## src/rtl/ripple_carry_adder.sv

```systemverilog
// Registered N-bit ripple-carry adder: a plain chain of full-adder stages
// feeding a single output register stage with asynchronous active-low clear.
module ripple_carry_adder #(
  parameter int N = 10
) (
  input  logic         clk,
  input  logic         rst_n,
  input  logic [N-1:0] Inp1,
  input  logic [N-1:0] Inp2,
  input  logic         Cin,
  output logic [N-1:0] Result,
  output logic         Cout
);

  logic [N:0]   carry;
  logic [N-1:0] sum;

  assign carry[0] = Cin;

  // Each stage only sees its neighbour's carry; no lookahead or select paths.
  for (genvar i = 0; i < N; i++) begin : g_stage
    logic half;
    assign half       = Inp1[i] ^ Inp2[i];
    assign sum[i]     = half ^ carry[i];
    assign carry[i+1] = (Inp1[i] & Inp2[i]) | (carry[i] & half);
  end

  always_ff @(posedge clk or negedge rst_n) begin
    if (!rst_n) begin
      Result <= '0;
      Cout   <= 1'b0;
    end else begin
      Result <= sum;
      Cout   <= carry[N];
    end
  end

endmodule

```

## config.mk

```make
export PLATFORM = sky130hd
export DESIGN_NAME = ripple_carry_adder
export DESIGN_NICKNAME = d
export VERILOG_FILES = /design/src/rtl/ripple_carry_adder.sv
export SDC_FILE = /design/constraint.sdc
export NUM_CORES = 1
export LEC_CHECK = 0
export CELL_PAD_IN_SITES_DETAIL_PLACEMENT = 0
export CELL_PAD_IN_SITES_GLOBAL_PLACEMENT = 2
export CORE_MARGIN = 4
export CORE_UTILIZATION = 20
export CTS_CLUSTER_DIAMETER = 40
export CTS_CLUSTER_SIZE = 25
export DETAILED_ROUTE_END_ITERATION = 8
export GPL_ROUTABILITY_DRIVEN = 0
export HOLD_SLACK_MARGIN = 0.12
export PLACE_DENSITY = 0.82
export SLEW_MARGIN = 20
export SYNTH_ARGS = -nofsm -noshare
export SYNTH_HDL_FRONTEND = slang
export SYNTH_SLANG_ARGS = --single-unit
export TNS_END_PERCENT = 1
```

## constraint.sdc

```tcl
create_clock -name clk -period 0.8 [get_ports clk]
set_input_delay 0.2 -clock clk [delete_from_list [all_inputs] [get_ports clk]]
set_output_delay 0.2 -clock clk [all_outputs]
set_load 0.1 [all_outputs]
```

* Word level (Yosys, flattened, before mapping)
Cells that the tools add are included.
** Word-level totals
- Logic and storage cells :: 52
- Bits of input ports :: 23
- Bits in registers :: 11
- Output and inout port bits :: 11
** Cells by class
- Bitwise operators :: 50
** Operator list (number)
- $and A1 B1 Y1 :: 20
- $xor A1 B1 Y1 :: 20
- $or A1 B1 Y1 :: 10

* Longest topological paths before layout
- Depth in word-level cells :: 21
- Depth in mapped cells :: 14
- Gate-level depth less buffers :: 14

* Worst setup path after synthesis
Ideal clock, no wire load.
- Path type :: input port to flip-flop
- From :: in Inp1[0]
- To :: reg Result[9]
- Setup slack :: -3.248 ns
- Path buffers :: 0
- Setup time :: 0.064 ns
- Arrival :: 3.984 ns
- Required time :: 0.736 ns
- Cell stages on the path :: 14
- Cell sequence :: fa_1 -> inv_1 -> fa_1 -> inv_1 -> fa_1 -> fa_1 -> fa_1 -> fa_1 -> fa_1 -> fa_1 -> fa_1 -> inv_1 -> fa_1 -> inv_1
** Between the ends
- Word-level cells in the longest chain between the ends :: 20
- Elaborated cells between the ends (all ways) :: 21
- Classes of those cells :: 21 x bitwise
** Ends and longest elaborated chain
- start, declared :: RTL line 8 : input logic [N-1:0] Inp1,
- $xor A1 B1 Y1 :: RTL line 23 : assign half = Inp1[i] ^ Inp2[i];
- $and A1 B1 Y1 :: RTL line 25 : assign carry[i+1] = (Inp1[i] & Inp2[i]) | (carry[i] & half);
- $or A1 B1 Y1 * :: RTL line 25
- $and A1 B1 Y1 * :: RTL line 25
- $or A1 B1 Y1 * :: RTL line 25
- $and A1 B1 Y1 * :: RTL line 25
- $or A1 B1 Y1 * :: RTL line 25
- $and A1 B1 Y1 * :: RTL line 25
- [... 5 more ...]
- $and A1 B1 Y1 * :: RTL line 25
- $or A1 B1 Y1 * :: RTL line 25
- $and A1 B1 Y1 * :: RTL line 25
- $or A1 B1 Y1 * :: RTL line 25
- $and A1 B1 Y1 * :: RTL line 25
- $or A1 B1 Y1 * :: RTL line 25
- $xor A1 B1 Y1 * :: RTL line 24 : assign sum[i] = half ^ carry[i];
- via sum[9] :: RTL line 16 : logic [N-1:0] sum;
- end signal, assigned :: RTL line 33 : Result <= sum;
- end, declared :: RTL line 11 : output logic [N-1:0] Result,
Mark *: on every way through the listed nets, which the timed path passes. The rest lies on a longest branch.

* Worst setup path after layout
Same ends and word-level chain as after synthesis.

==> impl_metrics.env <==
export IMPL_run_status="finished, violations left"
export IMPL_failed_checks="negative setup slack"
export IMPL_cts_hold_buf=0
export IMPL_grt_pass1_wl_um=1530
export IMPL_syn_area_um2=513
export IMPL_grt_pass1_vias=407
export IMPL_pwr_share_clk_pct=13.1
export IMPL_yosysSeqAreaShare_pct=53.7
export IMPL_synth_ff_latch_count=11
export IMPL_p_sw_share_pct=45.1
export IMPL_powerDensity_nw_per_um2=2450
export IMPL_initial_utilization_pct=20.9
export IMPL_power_leakage_nw=0.477
export IMPL_root_buffer="clkbuf_4"
export IMPL_min_period_over_period_pct=466
export IMPL_synth_avg_cell_area_um2=16.5
export IMPL_crit_arrival_ns=3.92
export IMPL_grt_usage_pct=6.34
export IMPL_syn_nets=64
export IMPL_relSlewSlack_pct=92.0
export IMPL_wl_per_cell_um=10.6
export IMPL_final_common_cell="clkdlybuf4s50_1"
export IMPL_n_antenna_cell=0
export IMPL_rsz0062_at_grt="true"
export IMPL_setup_viol_count_final=21
export IMPL_core_area_um2=2450
export IMPL_hold_path_class="in -> reg"
export IMPL_synth_fa_ha_area_share_pct=39.0
export IMPL_timing_final_ws_setup_ns=-2.92
export IMPL_synth_compound_area_share_pct=0
export IMPL_area_growth_pct=107
export IMPL_mostFrequentLayoutCells="clkdlybuf4s50_1 (17), buf_12 (12), dfrtp_1 (11)"
export IMPL_tightest_slew_ns=0.119
export IMPL_finalNetCount=103
export IMPL_cp_max_fo=1
export IMPL_grt_max_degree=12
export IMPL_synth_top_family_by_area="adder cells"
export IMPL_p_int_mw=1.43
export IMPL_pwr_share_comb_pct=58.2
export IMPL_cap_violations=0
export IMPL_hold_violations=0
export IMPL_drive_above_1_share_pct=47.8
export IMPL_die_h_um=58.6
export IMPL_synth_xor_area_share_pct=0
export IMPL_worst_ir_drop_vdd_mv=1.54
export IMPL_h_tree_depth=1
export IMPL_syn_inst=31
export IMPL_io_buffers=33
export IMPL_cts_buffers=3
export IMPL_via_count=340
export IMPL_cp_required_ns=0.99
export IMPL_dieArea_um2=3440
export IMPL_clock_sinks=11
export IMPL_fmax_mhz=268
export IMPL_drt_pass1_iterations=4
export IMPL_antenna_found_initial=0
export IMPL_drt_iter0_drc=8
export IMPL_clk_pin_slew_ns=0.06
export IMPL_vias_per_cell=3.43
export IMPL_ioPinCount=34
export IMPL_p_seq_share_pct=28.7
export IMPL_clock_path_buffers=2
export IMPL_synth_cell_types=3
export IMPL_cts_tree="yes"
export IMPL_hold_depth=2
export IMPL_timing_hold_ws_ns=0.238
export IMPL_post_cts_buffers=0
export IMPL_switching_power_mw=1.17
export IMPL_ys_warn_count=0
export IMPL_fill_cells=232
export IMPL_dp_hpwl_um=1040
export IMPL_slew_violations=0
export IMPL_synthMuxAreaShare_pct=0
export IMPL_finalPower_mw=2.60
export IMPL_ant_nets=0
export IMPL_rows=18
export IMPL_drt_wl_total_um=1050
export IMPL_cp_start_kind="primary input"
export IMPL_overflow=0
export IMPL_cp_end_kind="flip-flop"
export IMPL_remaining_drc_errors=0
export IMPL_synthSimpleGateAreaFrac_pct=0
export IMPL_fp_dieW_um=58.6
export IMPL_period_needed_ns=3.72
export IMPL_worstSetupPathType="in -> reg"
-- metrics by stage --
step                setup TNS (ns)  worst slack (ns)  instances  utilization, %  instance area (um2)
finish                      -19.03             -2.92         99            43.3                 1060
global route                -19.76             -2.99         99            43.3                 1060
CTS                         -20.28             -3.09         99            42.8                 1050
detailed placement          -24.11             -3.66         95            41.8                 1030
global placement            -23.37             -3.58         95            41.8                 1030
floorplan                   -20.94             -3.03         31               -                  528
-- power groups by stage --
stage          clock (mW)  sequential (mW)  combinational [mW]
6_report            0.341            0.744                1.51
5_1_grt             0.401            0.752                1.57
4_1_cts             0.357            0.748                1.53
3_5_place_dp            0            0.758                1.52
3_3_place_gp            0            0.755                1.50
2_1_floorplan           0             1.47              0.0974
-- final timing paths --
kind,startpoint,to,slack (ns)
max,Inp1[0],Result[9],-2.92
min,Cin,Result[0],0.24
max in group asynchronous,rst_n,Result[9],0.43
min in group asynchronous,rst_n,Result[5],0.27
-- Yosys cell counts, drive strengths merged --
master / instances / share of area (%)
fa: 10 / 39
dfrtp: 11 / 54
inv: 10 / 7.3
-- critical path, stage by stage --
cell	delay, ns
buf_6	0.10
fa_2	0.38
inv_2	0.06
fa_2	0.18
inv_2	0.04
fa_2	0.34
fa_2	0.37
fa_2	0.34
fa_2	0.34
fa_2	0.35
fa_2	0.35
fa_2	0.34
inv_2	0.06
fa_1	0.40
inv_1	0.07
-- per-layer routing --
metal  vias up  part of all wire [%]  track usage, %
met1       165                    30            6.25
met5         -                     0               0
met3         0                   7.0           0.877
li1        160                     -               -
met4         0                     0            4.85
met2        15                    62            11.8
-- sequential cells by signal, summed over array words and instances, names as in the netlist --
name    count
Result     10
Cout        1
-- what timing repair did --
item / CTS / global route
setup endpoints to repair: 22 / 21
resized for setup: 19 / 6
pin swaps: 10 / 10
gates cloned: 0 / 0
endpoints found under the hold margin: 0 / 0
-- layout make-up --
type	count	area, um2	area share (%)
multi-input combinational	10	223	21.0
inverter	10	37.5	3.53
timing repair buffer	34	463	43.6
tap	30	37.5	3.53
clock buffer	4	26.3	2.47
sequential	11	275	25.9
-- cell families (layout without fill, tap and decap cells) --
logic type,Yosys count,count (layout)
DFF,11,11
buffers and inverters,10,48
adders and majority gates,10,10
Note: power is estimated with default switching activity, not from simulation.
==> RTL change 1 (same settings) <==
`Result` no longer has a reset.
--- a/src/rtl/ripple_carry_adder.sv
+++ b/src/rtl/ripple_carry_adder.sv
@@ -27,13 +27,15 @@
 
   always_ff @(posedge clk or negedge rst_n) begin
     if (!rst_n) begin
-      Result <= '0;
       Cout   <= 1'b0;
     end else begin
-      Result <= sum;
       Cout   <= carry[N];
     end
   end
 
+  always_ff @(posedge clk) begin
+    Result <= sum;
+  end
+
 endmodule
 
Formal check against the unedited RTL: not equivalent (a bounded check fails within 4 cycles, from zero or initial values and one cycle with rst_n low).
==> RTL change 1 against the original RTL <==
First-iteration DRC count down 88%. Area after synthesis down 9.8%. Cell area decreased by 5.5%. Critical path type unchanged. The flow still finishes with violations (setup timing). Sequential cell count did not move. Critical path depth did not move. Die area decreased by 8.5%. Power increased by 0.16%. Routed wire length shrank 13%. Worst setup slack improved by 0.055 ns.
==> RTL change 1: results (changes against the original RTL) <==
switching power=1.17 mW (+0.35%); post-layout instance count excluding filler cells=97 (-2.0%); count of multi-input gates=10 (unchanged); # diodes=0 (unchanged); Pleak=0.425 nW (-11%); largest registers=Result x10, Cout x1; Non-CTS buffers=34 (unchanged); failing checks=setup timing; synthesized net count=64 (unchanged); hold path startpoint=Cin; Layout fillers=224 (-3.4%); Setup Viol. Count Final=21 (unchanged); min-delay worst type=input pin to flop; register area share after synthesis=0.486 (-0.0501); Post-synth top cells=dfxtp_1, fa_1, inv_1; antenna violations before repair=0 (unchanged); final WL=911 um (-13%); XOR/XNOR Fraction of Synth Area=0 (unchanged); Post-Synthesis Cells=31 (unchanged); fraction of area in multi-input gates=0.222 (+0.0123); CTS H-tree depth=1 (unchanged); layout cells sized above 1=0.580 (+0.101); Placed Cells=92 (-3.2%); Synth Area in Compound Gates=0 (unchanged); #FFs+latches synth=11 (unchanged); fraction of registers with async set/reset=0.0909 (-0.909); GR Util All Layers=0.0656 (+0.00220); sequential cell area share=0.236 (-0.0235); VDD IR max=1130 uV (-26%); first-pass GRT wire length=1520 um (-0.46%); largest net degree at the start of global routing=7 (-5); CP Max Fanout=1 (unchanged); clk cell area share=0.0262 (+0.00145); setup ws final=-2.87 ns (+0.0546 ns); prevailing post-synth register cell=dfxtp_1; Max-slew headroom=0.928 (+0.00807); postcts setup bufs=0 (unchanged); Total Nets Final=103 (unchanged); worst setup path startpoint=Inp1[0]; CLK BUF=4 (unchanged); Data buffer area share=0.444 (+0.00808); CTS Buf Count=3 (unchanged); Starting DRT DRC Count=1 (-7); WHS Path Cells=2 (unchanged); status=finished with violations; synth unique cells=4 (+1); pre-CTS setup slack=-3.61 ns (+0.0435 ns); first-pass iteration count of the detailed router=2 (-2); adder-cell area share of the yosys netlist=0.432 (+0.0422); Synth area leaders=dfxtp_1, fa_1, inv_1; detailed-route vias per instance=3.55 (+3.3%); post-detail-place hpwl=859 um (-17%); Crit path arrival time=3.88 ns (-0.04 ns); number of global-route vias before repair=401 (-1.5%)
==> RTL change 1: cell types whose count changed after synthesis <==
cell / delta
dfrtp_1: -10
dfxtp_1: +10
==> RTL change 1: worst max-delay path, delay by kind of cell <==
family                   cells  cell delay [ns]
buffers and inverters        5             0.31
adder cells (fa/ha/maj)     10             3.38
==> RTL change 1: stage by stage <==
| stage | util | area (sq um) | setup TNS, ns | power [mW] | hold WS (ns) |
|---|---|---|---|---|---|
| after global routing | 0.454 | 1000 | -19.18 | 2.73 | 0.193 |
| after detailed placement | 0.431 | 953 | -23.59 | 2.23 | 0.353 |
| after CTS | 0.451 | 997 | -19.31 | 2.65 | 0.215 |
| after global placement | 0.431 | 953 | -23.42 | 2.22 | 0.350 |
| final | 0.454 | 1000 | -18.22 | 2.60 | 0.211 |
| after floorplan | - | 478 | -21.12 | 1.57 | -0.0956 |
==> RTL change 1: metal layers <==
metal  routed length (um)  global-route usage  vias up  share of wire
met5                    0                   0        -              0
met4                    0              0.0407        0              0
met3                  134              0.0464        0           0.15
met2                  509               0.117       22           0.56
met1                  267              0.0496      164           0.29
li1                     -                   -      158              -
==> RTL change 1: worst paths after layout <==
| check | end | slack, ns |
|---|---|---|
| min in group asynchronous | Cout | 0.62 |
| max in group asynchronous | Cout | 0.08 |
| min | Result[0] | 0.21 |
| max | Result[9] | -2.87 |
==> RTL change 1: power by group through the flow <==
stage                     Clock (mW)  Sequential, mW  Combinational [mW]
after floorplan                    0            1.48              0.0924
after global placement             0           0.753                1.46
after detailed placement           0           0.756                1.48
after CTS                      0.399           0.763                1.49
after global routing           0.427           0.775                1.53
final                          0.369           0.761                1.47
==> RTL change 1: repair_timing <==
action,CTS,global route
endpoints found under the hold margin,1,0
pin swaps,10,10
hold buffers,1,0
endpoints found under the setup margin,22,21
resized for setup,31,2
==> RTL change 2 (same flow settings) <==
Made on the original files. The parameter `N` goes from 10 to 11.
--- a/src/rtl/ripple_carry_adder.sv
+++ b/src/rtl/ripple_carry_adder.sv
@@ -1,7 +1,7 @@
 // Registered N-bit ripple-carry adder: a plain chain of full-adder stages
 // feeding a single output register stage with asynchronous active-low clear.
 module ripple_carry_adder #(
-  parameter int N = 10
+  parameter int N = 11
 ) (
   input  logic         clk,
   input  logic         rst_n,
Interface: changed (resized Inp1, Inp2 and Result); port bits go from 34 to 37. The function was not compared with the original's and may differ.
==> RTL change 2 against the original RTL <==
Via count up 5.3%. The flow still finishes with violations (setup timing). Critical path depth up 1. Power up 7.9%. Sequential power up 9.3%. Sequential cell count up 1. Global-route usage down 0.12 points. First-iteration DRC count down 63%. Largest cell class unchanged. Core utilization up 1.4 points. Area after synthesis up 8.8%. Routed wire length up 9.7%. Cell area up 7.9%. Die area up 7.6%. Worst setup slack worse by 0.33 ns.
==> RTL change 2: results (changes against the original RTL) <==
status=finished with violations; failing checks=setup timing; prevailing post-synth register cell=dfrtp_1; layout cells sized above 1=0.479 (+0.00119); first-pass iteration count of the detailed router=3 (-1); GR Util All Layers=0.0623 (-0.00120); synthesized net count=69 (+7.8%); Top Family by Delay on Critical Path=adder cells; antenna violations before repair=0 (unchanged); detailed-route vias per instance=3.48 (+1.2%); Post-synth top cells=dfrtp_1, fa_1, inv_1; setup TNS=-22.92 ns (-3.89 ns); YS warnings=0 (unchanged); # diodes=0 (unchanged); Setup Viol. Count Final=23 (+9.5%); clock slew at reported path FFs=0.06 ns (about the same); setup ws final=-3.25 ns (-0.328 ns); fraction of registers with async set/reset=1.00 (unchanged); largest net degree at the start of global routing=13 (+1); Met1 Routed Length=366 um (+14%); Bufs on Longest Clock Path=2 (unchanged); postcts setup bufs=0 (unchanged); min-delay worst type=input pin to flop; Synth Area in Compound Gates=0 (unchanged); register area share after synthesis=0.538 (+0.00153); DR WL met3=97 um (+31%); first-pass GRT wire length=1640 um (+7.3%); CP max stage delay=0.39 ns; Starting DRT DRC Count=3 (-5); CP Max Fanout=1 (unchanged); Pleak=0.511 nW (+7.2%); number of global-route vias before repair=430 (+5.7%); Total Nets Final=111 (+7.8%); Crit path arrival time=4.25 ns (+0.33 ns); VDD IR max=1840 uV (+19%); highest metal used=met4; Synth area leaders=dfrtp_1, fa_1, inv_1; mux contribution to synthesized area=0 (unchanged); adder-cell area share of the yosys netlist=0.395 (+0.00437); routed wl met2=674 um (+2.6%); final WL=1160 um (+9.7%); largest registers=Result x11, Cout x1; PortBufs=36 (+9.1%); XOR/XNOR Fraction of Synth Area=0 (unchanged); Worst Max-Slew Pin Slew=0.133 ns (+0.0134 ns)
[RTL change 2: path summary, 6_finish.rpt]
| check | startpoint | end | slack [ns] | cells after the start |
|---|---|---|---|---|
| max | Inp2[0] | Result[10] | -3.25 | 16 |
| min | Inp1[0] | Result[0] | 0.24 | 2 |
| max in group asynchronous | rst_n | Result[2] | 0.43 | 2 |
| min in group asynchronous | rst_n | Result[8] | 0.27 | 2 |
[RTL change 2: stage by stage]
stage          cells  setup slack (ns)  hold WS, ns  instance area [sq um]  total power [mW]
6_report         103             -3.25        0.238                   1150              2.80
2_1_floorplan     33             -3.37      -0.0956                    576              1.71
5_1_grt          103             -3.36        0.235                   1150              2.89
4_1_cts          103             -3.47        0.248                   1130              2.83
3_5_place_dp     100             -4.01        0.537                   1110              2.51
3_3_place_gp     100             -3.97        0.536                   1110              2.48
[RTL change 2: logic make-up (layout without fill, tap and decap cells)]
| logic type | Yosys count | in the layout |
|---|---|---|
| adders and majority gates | 11 | 11 |
| buffers and inverters | 10 | 50 |
| DFF | 12 | 12 |
[RTL change 2: area by class of cell]
cell class                 count  area, sq um
multi-input combinational     11          245
timing repair buffer          37          503
inverter                      10         37.5
fill                         244         1420
tap                           30         37.5
clock buffer                   3         22.5
sequential                    12          300
[RTL change 2: power by group]
part	switching, mW	internal [mW]
logic	1.04	0.636
registers	0.0912	0.722
clock network	0.146	0.172
total	1.27	1.53
[RTL change 2: what timing repair did]
item,4_1_cts,5_1_grt
pin swaps,11,11
hold buffers,0,0
gates resized for setup,19,6
setup endpoints to repair,24,23
cloned,0,0
[RTL change 2: metal layers]
metal / vias to the layer above / global-route usage
met2: 20 / 0.116
li1: 169 / -
met1: 167 / 0.0656
met3: 2 / 0.00213
met5: - / 0
met4: 0 / 0.0464
